--- src/rtl/sram_pkg.sv ---
// Shared types and constants for the dual-port asynchronous SRAM arbiter.
package sram_pkg;
  localparam int AW_DEF = 19;
  localparam int DATA_W = 8;

  typedef enum logic [1:0] {
    IDLE   = 2'd0,
    ADDR   = 2'd1,
    ACCESS = 2'd2,
    DONE   = 2'd3
  } state_t;
endpackage

--- src/rtl/sram_arbiter_if.sv ---
// Requester bus (CPU port 0, DMA port 1) plus the SRAM pin group.
interface sram_arbiter_if
  import sram_pkg::*;
#(
  parameter int AW = AW_DEF
);
  logic              req0, req1;
  logic              we0, we1;
  logic [AW-1:0]     addr0, addr1;
  logic [DATA_W-1:0] wdata0, wdata1;
  logic              ack0, ack1;
  logic [DATA_W-1:0] rdata;
  logic [AW-1:0]     sram_addr;
  logic              sram_ce_n, sram_oe_n, sram_we_n;
  logic              sram_dq_oe;
  logic [DATA_W-1:0] sram_dout;
  logic [DATA_W-1:0] sram_din;

  modport slave (
    input  req0, req1, we0, we1, addr0, addr1, wdata0, wdata1, sram_din,
    output ack0, ack1, rdata, sram_addr, sram_ce_n, sram_oe_n, sram_we_n,
           sram_dq_oe, sram_dout
  );

  modport master (
    output req0, req1, we0, we1, addr0, addr1, wdata0, wdata1, sram_din,
    input  ack0, ack1, rdata, sram_addr, sram_ce_n, sram_oe_n, sram_we_n,
           sram_dq_oe, sram_dout
  );
endinterface

--- src/rtl/rr_arb2.sv ---
// Two-way round-robin pick: a tie goes to the port that did not win last.
module rr_arb2 (
  input  logic [1:0] req,
  input  logic       last,
  output logic       grant,
  output logic       valid
);
  always_comb begin
    valid = |req;
    grant = 1'b0;
    if (req == 2'b11) begin
      grant = ~last;
    end else begin
      grant = req[1];
    end
  end
endmodule

--- src/rtl/sram_arbiter.sv ---
// Arbitrates CPU/DMA byte accesses onto one asynchronous SRAM with
// registered strobes; a fixed ADDR/ACCESS/DONE sequence per transaction.
module sram_arbiter
  import sram_pkg::*;
#(
  parameter int WAIT_CYCLES = 2,
  parameter int AW          = AW_DEF
) (
  input  logic          clk,
  input  logic          reset_n,
  sram_arbiter_if.slave bus
);
  localparam logic [3:0] CNT_LOAD = 4'(WAIT_CYCLES - 1);

  state_t            state;
  logic [1:0]        rst_sync;
  logic              run;
  logic              last, sel, we_q;
  logic              gnt, gnt_vld;
  logic [3:0]        cnt;
  logic              ack0_q, ack1_q;
  logic              ce_n, oe_n, we_n, dq_oe;
  logic [AW-1:0]     addr_q;
  logic [DATA_W-1:0] dout_q, rdata_q;

  rr_arb2 u_rr (
    .req   ({bus.req1, bus.req0}),
    .last  (last),
    .grant (gnt),
    .valid (gnt_vld)
  );

  // Reset asserts immediately but only releases the FSM two edges later.
  always_ff @(posedge clk or negedge reset_n) begin
    if (!reset_n) begin
      rst_sync <= 2'b00;
    end else begin
      rst_sync <= {rst_sync[0], 1'b1};
    end
  end

  assign run = rst_sync[1];

  always_ff @(posedge clk or negedge reset_n) begin
    if (!reset_n) begin
      state   <= IDLE;
      last    <= 1'b1;
      sel     <= 1'b0;
      we_q    <= 1'b0;
      cnt     <= 4'd0;
      ack0_q  <= 1'b0;
      ack1_q  <= 1'b0;
      ce_n    <= 1'b1;
      oe_n    <= 1'b1;
      we_n    <= 1'b1;
      dq_oe   <= 1'b0;
      addr_q  <= '0;
      dout_q  <= '0;
      rdata_q <= '0;
    end else begin
      case (state)
        IDLE: begin
          if (run && gnt_vld) begin
            state  <= ADDR;
            sel    <= gnt;
            last   <= gnt;
            we_q   <= gnt ? bus.we1 : bus.we0;
            addr_q <= gnt ? bus.addr1 : bus.addr0;
            dout_q <= gnt ? bus.wdata1 : bus.wdata0;
            ce_n   <= 1'b0;
            oe_n   <= 1'b1;
            we_n   <= 1'b1;
            dq_oe  <= gnt ? bus.we1 : bus.we0;
          end
        end
        ADDR: begin
          state <= ACCESS;
          cnt   <= CNT_LOAD;
          if (we_q) begin
            we_n <= 1'b0;
          end else begin
            oe_n <= 1'b0;
          end
        end
        ACCESS: begin
          if (cnt == 4'd0) begin
            state  <= DONE;
            oe_n   <= 1'b1;
            we_n   <= 1'b1;
            ack0_q <= ~sel;
            ack1_q <= sel;
            if (!we_q) begin
              rdata_q <= bus.sram_din;
            end
          end else begin
            cnt <= cnt - 4'd1;
          end
        end
        DONE: begin
          // Write data stays driven through DONE for hold time on we_n rise.
          state  <= IDLE;
          ack0_q <= 1'b0;
          ack1_q <= 1'b0;
          ce_n   <= 1'b1;
          dq_oe  <= 1'b0;
        end
        default: begin
          state <= IDLE;
        end
      endcase
    end
  end

  assign bus.ack0       = ack0_q;
  assign bus.ack1       = ack1_q;
  assign bus.rdata      = rdata_q;
  assign bus.sram_addr  = addr_q;
  assign bus.sram_ce_n  = ce_n;
  assign bus.sram_oe_n  = oe_n;
  assign bus.sram_we_n  = we_n;
  assign bus.sram_dq_oe = dq_oe;
  assign bus.sram_dout  = dout_q;
endmodule

--- src/flat_wrapper.sv ---
// flat-port wrapper written by rule: the top's interface ports become plain ports
module sram_arbiter_flat import sram_pkg::*;
#(
  parameter int WAIT_CYCLES = 2,
  parameter int AW          = AW_DEF
)
  (clk, reset_n, bus_req0, bus_req1, bus_we0, bus_we1, bus_addr0, bus_addr1, bus_wdata0, bus_wdata1, bus_sram_din, bus_ack0, bus_ack1, bus_rdata, bus_sram_addr, bus_sram_ce_n, bus_sram_oe_n, bus_sram_we_n, bus_sram_dq_oe, bus_sram_dout);
  sram_arbiter_if #(.AW(AW)) bus_i ();
  input  logic clk;
  input  logic reset_n;
  input wire logic [$bits(bus_i.req0)-1:0] bus_req0;
  input wire logic [$bits(bus_i.req1)-1:0] bus_req1;
  input wire logic [$bits(bus_i.we0)-1:0] bus_we0;
  input wire logic [$bits(bus_i.we1)-1:0] bus_we1;
  input wire logic [$bits(bus_i.addr0)-1:0] bus_addr0;
  input wire logic [$bits(bus_i.addr1)-1:0] bus_addr1;
  input wire logic [$bits(bus_i.wdata0)-1:0] bus_wdata0;
  input wire logic [$bits(bus_i.wdata1)-1:0] bus_wdata1;
  input wire logic [$bits(bus_i.sram_din)-1:0] bus_sram_din;
  output wire logic [$bits(bus_i.ack0)-1:0] bus_ack0;
  output wire logic [$bits(bus_i.ack1)-1:0] bus_ack1;
  output wire logic [$bits(bus_i.rdata)-1:0] bus_rdata;
  output wire logic [$bits(bus_i.sram_addr)-1:0] bus_sram_addr;
  output wire logic [$bits(bus_i.sram_ce_n)-1:0] bus_sram_ce_n;
  output wire logic [$bits(bus_i.sram_oe_n)-1:0] bus_sram_oe_n;
  output wire logic [$bits(bus_i.sram_we_n)-1:0] bus_sram_we_n;
  output wire logic [$bits(bus_i.sram_dq_oe)-1:0] bus_sram_dq_oe;
  output wire logic [$bits(bus_i.sram_dout)-1:0] bus_sram_dout;
  assign bus_i.req0 = bus_req0;
  assign bus_i.req1 = bus_req1;
  assign bus_i.we0 = bus_we0;
  assign bus_i.we1 = bus_we1;
  assign bus_i.addr0 = bus_addr0;
  assign bus_i.addr1 = bus_addr1;
  assign bus_i.wdata0 = bus_wdata0;
  assign bus_i.wdata1 = bus_wdata1;
  assign bus_i.sram_din = bus_sram_din;
  assign bus_ack0 = bus_i.ack0;
  assign bus_ack1 = bus_i.ack1;
  assign bus_rdata = bus_i.rdata;
  assign bus_sram_addr = bus_i.sram_addr;
  assign bus_sram_ce_n = bus_i.sram_ce_n;
  assign bus_sram_oe_n = bus_i.sram_oe_n;
  assign bus_sram_we_n = bus_i.sram_we_n;
  assign bus_sram_dq_oe = bus_i.sram_dq_oe;
  assign bus_sram_dout = bus_i.sram_dout;
  sram_arbiter #(.WAIT_CYCLES(WAIT_CYCLES), .AW(AW)) u_core (.clk(clk), .reset_n(reset_n), .bus(bus_i));
endmodule
--- config.mk ---
export PLATFORM = sky130hd
export DESIGN_NAME = sram_arbiter_flat
export DESIGN_NICKNAME = d
export VERILOG_FILES = /design/src/rtl/sram_pkg.sv /design/src/rtl/sram_arbiter_if.sv /design/src/rtl/rr_arb2.sv /design/src/rtl/sram_arbiter.sv /design/src/flat_wrapper.sv
export SDC_FILE = /design/constraint.sdc
export NUM_CORES = 1
export LEC_CHECK = 0
export ABC_AREA = 1
export BUFFER_PORTS_ARGS = -buffer_cell sky130_fd_sc_hd__buf_2
export CORE_MARGIN = 3
export CORE_UTILIZATION = 35
export CTS_CLUSTER_SIZE = 20
export DETAILED_ROUTE_END_ITERATION = 10
export SYNTH_ARGS = -nofsm -noshare
export SYNTH_HDL_FRONTEND = slang
export SYNTH_SLANG_ARGS = --single-unit
--- constraint.sdc ---
create_clock -name clk -period 3.5 [get_ports clk]
set_input_delay 0.7 -clock clk [delete_from_list [all_inputs] [get_ports clk]]
set_output_delay 0.7 -clock clk [all_outputs]
set_load 0.1 [all_outputs]
# After elaboration in Yosys (flattened, before gate mapping)
# Cells that the tools add are included.
dict set report classes {
  n_addsub 1
  mul 0
  div 0
  n_lt_le_gt_ge 0
  n_eq_ne 9
  shifts 0
  mux 23
  bitwise_logic 3
  reduce_logical 16
}
# op n
set ops {}
lappend ops {{$mux 19} 1}
lappend ops {{$mux 1} 10}
lappend ops {{$reduce_and 2->1} 5}
lappend ops {{$mux 8} 1}
lappend ops {{$pmux 1 s2} 4}
lappend ops {{$pmux 2 s4} 1}
lappend ops {{$pmux 4 s2} 1}
lappend ops {{$reduce_and 4->1} 2}
lappend ops {{$eq 2x2->1 const B} 3}
lappend ops {{$ne 2x1->1 const B} 3}
lappend ops {{$pmux 1 s3} 2}
lappend ops {{$reduce_bool 2->1} 3}
lappend ops {{$logic_not 4->1} 1}
lappend ops {{$mux 2} 2}
lappend ops {{$mux 4} 1}
lappend ops {{$ne 2x2->1 const B} 2}
lappend ops {{$sub 4x1->4 const B} 1}
lappend ops {{$not 1->1} 3}
lappend ops {{$reduce_and 3->1} 1}
lappend ops {{$reduce_bool 3->1} 1}
lappend ops {{$eq 2x1->1 const B} 1}
lappend ops {{$logic_not 2->1} 1}
lappend ops {{$reduce_or 2->1} 1}
lappend ops {{$logic_and 1x1->1} 1}
dict set report word_totals {
  regBits 52
  latchBits 0
  ramBits 0
  mem_bits_ro 0
  in_bits 68
  out_inout_bits 41
  elab_cells 67
  mem_count 0
}

# Longest topological paths before layout
dict set report logic_depth {
  word_depth 5
  depth_mapped 9
  depth_no_buf 7
}

# Modules after synthesis
# Synthesis repeated with hierarchy kept, for this count alone.
dict set report hier_totals {
  hier_cells 313
  area_unflattened_um2 2534.9
}
# module n_inst cells_per_inst area_each_um2
set modules_own_cells {}
lappend modules_own_cells {sram_arbiter 1 310 2519.9}
lappend modules_own_cells {rr_arb2 1 3 15.0}

# Worst setup path before layout
# No wires, ideal clock.
dict set report synth_timing {
  path_kind {reg-to-output}
  from {register u_core.dq_oe, in the netlist u_core.bus.sram_dq_oe}
  to {output port bus_sram_dq_oe}
  arrival_time_ns 0.898
  t_required_ns 2.800
  path_slack_ns 1.902
  stages_incl_launch_ff 1
  path_cell_list {dfrtp_1}
}
# element line_no
set synth_rtl {}
lappend synth_rtl {{start: declaration} sram_arbiter.sv:22} ;# logic ce_n, oe_n, we_n, dq_oe;
lappend synth_rtl {{start signal: assignment} sram_arbiter.sv:73} ;# dq_oe <= gnt ? bus.we1 : bus.we0;
lappend synth_rtl {{end: declaration} flat_wrapper.sv:27} ;# output wire logic [$bits(bus_i.sram_dq_oe)-1:0] bus_sram_dq_oe;
# No word-level cell between the ends.

# Final worst setup path
dict set report layout_timing {
  from {register u_core.state[0]}
  to {register u_core.dq_oe, in the netlist u_core.bus.sram_dq_oe}
}
dict set report layout_between {
  elab_chain_len 3
  elab_cells_between_ends 6
  classes_between {eq/ne (2); mux (1); reduce/logical (3)}
}
# element line_no
set layout_lines {}
lappend layout_lines {{start: declaration} sram_arbiter.sv:15} ;# state_t state;
lappend layout_lines {{start signal: assignment} sram_arbiter.sv:46} ;# state <= IDLE;
lappend layout_lines {{start signal: assignment} sram_arbiter.sv:64} ;# state <= ADDR;
lappend layout_lines {{start signal: assignment} sram_arbiter.sv:77} ;# state <= ACCESS;
lappend layout_lines {{$logic_not 2->1 or $eq 2x2->1 (tied branches)} sram_arbiter.sv:61} ;# case (state)
lappend layout_lines {{$ne 2x1->1 (no line) or $reduce_bool 2->1 (tied branches)} n/a}
lappend layout_lines {{$reduce_and 2->1 (no line)} n/a}
# Several ways; a longest one is shown, not always the timed one.
# A chain may end at the register's enable or synchronous reset.

==> results.toml <==
[synthesis]
synth_top_cells_by_area = "dfrtp_1 (46%), nand2_1 (29%), dfstp_2 (4.0%)"
synthXorXnorAreaFrac = 0.00335
synth_nets = 413
async_flop_share = 1.00
yosysMostFrequentCell = "nand2_1"
ys_ff_latch = 52
yosys.area_share.simple = 0.372
yosys_warnings = 0
synth_top_family_by_area = "simple AND/OR/NAND/NOR gates"
syn_area_um2 = 2610
synthMuxAreaShare = 0
synth_compound_area_frac = 0.0240
synthFlopType = "dfrtp_1"
synth.top_cell.area_share = 0.460
ys_top_cells_by_count = "nand2_1 (202), dfrtp_1 (48), nand3_1 (16)"
synth_largest_area_cell = "dfrtp_1"
synthAdderAreaFrac = 0.0335
synth_cell_type_count = 20
seq_area_frac_synth = 0.500
synth_edf_count = 0
postSynthAreaPerCell_um2 = 7.73
synthCells = 338

[sta]
clock.fmax_mhz = 458
totalNegativeSetupSlack_ns = 0
final.setup_skew_ns = 0.00699
rsz0062_at_grt = "false"
tightestPinTransition_ns = 0.744
period_minus_slack_ns = 2.19
timing.final.crit_share = 0.624
finalMaxSlewViolations = 0
final_hold_viol_count = 0
slew-limit-headroom = 0.504
setup_viol = 0

[critical_path]
worstPathArrival_ns = 2.38
critPathMaxStageDelay_ns = 0.58
cpMostUsedCell = "inv_1"
critical_path.startpoint_type = "register"
cp_data_required_time_ns = 3.70
crit_type = "register to register"
worstPathCellList = "inv_1, ha_1, inv_1, nor2_4, inv_2, nand3_1, nand2_1"
cp_top_family = "simple AND/OR/NAND/NOR gates"
worstPathMaxFanout = 33
crit_slowest_cell = "nor2_4"
cp.depth = 7
end_kind = "register"
rr_worst_depth = 7
path_buf_inv = 3

[cells_and_area]
multi_input_area_um2 = 1130
drive_gt1_frac = 0.322
diodes = 0
regArea_um2 = 1310
layout.nets = 516
design_area_um2 = 3260
n_fill_cell = 724
syn2layout_area_growth_pct = 24.9

[place]
io_buffers = 108
gp_congestion = 0.808
hpwlAfterDp_um = 4600
dpl_cell_area_um2 = 3170

[routing]
totalWireLength_um = 6210
viasPerCell = 4.32
dr.first_iter.drc_count = 102
drtPass1Iterations = 4
drc = 0
wl_per_cell_um = 11.6
ant_nets = 0
vias = 2322

[die]
core_area_um2 = 7020
dieWidth_um = 92.4
die-area_um2 = 8530
initial_core_util = 0.372
num_rows = 30
die_h_um = 92.4
io_pins = 109

[cts]
path_clk_slew_ns = 0.09
holdBufCountCts = 0
post_cts_resized = 0
clock_path_buffers = 2
cts-root-buf = "clkbuf_8"
post-cts-setup-buffers = 0
clock_sinks = 52
htree_num_levels = 2
cts_buffers = 5
clk_latency_ns = 0.30
cts_tree = "built"

[global_routing]
grt_pass1_vias = 2335
grt_usage = 0.155
antenna_found_initial = 0
grt_max_degree = 35
grt_pass1_wl_um = 10800
overflow = 0

[run]
cap_violations = 0

[worst_hold_path]
hp-class = "register to register"
hold_depth = 0

[outcome]
status = "completed"
[cell usage in the layout, fill, tap and decap left out]
cell	netlist	routed
a21oi_1	3	3
buf_2	6	108
buf_4	2	2
clkbuf_8	0	7
conb_1	1	1
dfrtp_1	48	48
dfstp_2	4	4
ha_1	7	7
inv_1	10	10
inv_2	3	3
nand2_1	202	202
nand2_2	14	14
nand3_1	16	16
nand4_1	2	2
nor2_1	3	3
nor2_4	2	2
o21ai_0	6	6
o21ai_2	2	2
xor2_1	1	1
[layer usage]
layer / global-route usage / part of all wire / vias to the layer above
li1: - / - / 1232
met1: 0.199 / 0.46 / 1027
met2: 0.270 / 0.49 / 59
met3: 0.0374 / 0.042 / 4
met4: 0.0235 / 0.0072 / 0
met5: 0 / 0 / -
[cell families (layout without fill, tap and decap cells)]
| group | count (synthesis) | count (layout) |
|---|---|---|
| XOR/XNOR | 1 | 1 |
| AND/OR/NAND/NOR | 239 | 239 |
| buffers and inverters | 27 | 130 |
| adder cells (fa/ha/maj) | 7 | 7 |
| other | 1 | 1 |
| AO/OA/AOI/OAI | 11 | 11 |
| flip-flops | 52 | 52 |
[flip-flops by register name (all words and copies together) (netlist names)]
signal and cells:
u_core.bus.sram_dout 8, u_core.bus.rdata 8, u_core.bus.sram_ce_n 1, u_core.bus.sram_we_n 1, u_core.bus.ack1 1, u_core.bus.sram_oe_n 1
u_core.sel 1, u_core.bus.sram_dq_oe 1, u_core.bus.sram_addr 19, u_core.bus.ack0 1, u_core.state 2, u_core.cnt 4
u_core.we_q 1, u_core.last 1, u_core.rst_sync 2
[metrics by stage]
step / util / std cells / worst slack (ns) / hold slack, ns
after floorplan: - / 338 / 1.90 / 0.331
after global placement: 0.451 / 530 / 1.25 / 0.331
after detailed placement: 0.451 / 530 / 1.26 / 0.340
after CTS: 0.465 / 537 / 1.28 / 0.366
after global routing: 0.465 / 537 / 0.993 / 0.387
final: 0.465 / 537 / 1.31 / 0.363
[area by class of cell]
type                    count  share of cell area
flip-flops and latches     52               0.400
multi-input cells         259               0.348
repair buffers            110               0.170
well taps                  96              0.0368
clock buffers               7              0.0295
inverters                  13              0.0150
[worst paths after layout]
path,slack (ns),end,from
hold / removal,0.36,u_core.rst_sync[1],u_core.rst_sync[0]
setup / recovery,1.31,u_core.bus.sram_dq_oe,u_core.state[0]
setup reg to reg,1.31,u_core.bus.sram_dq_oe,u_core.state[0]
hold reg to reg,0.36,u_core.rst_sync[1],u_core.rst_sync[0]
max in group asynchronous,2.25,u_core.last,reset_n
min in group asynchronous,0.46,u_core.bus.sram_addr[12],reset_n
Power is left out: the tool's default activity adds up to more than one toggle a clock period on the data nets, which glitch-free logic cannot reach.
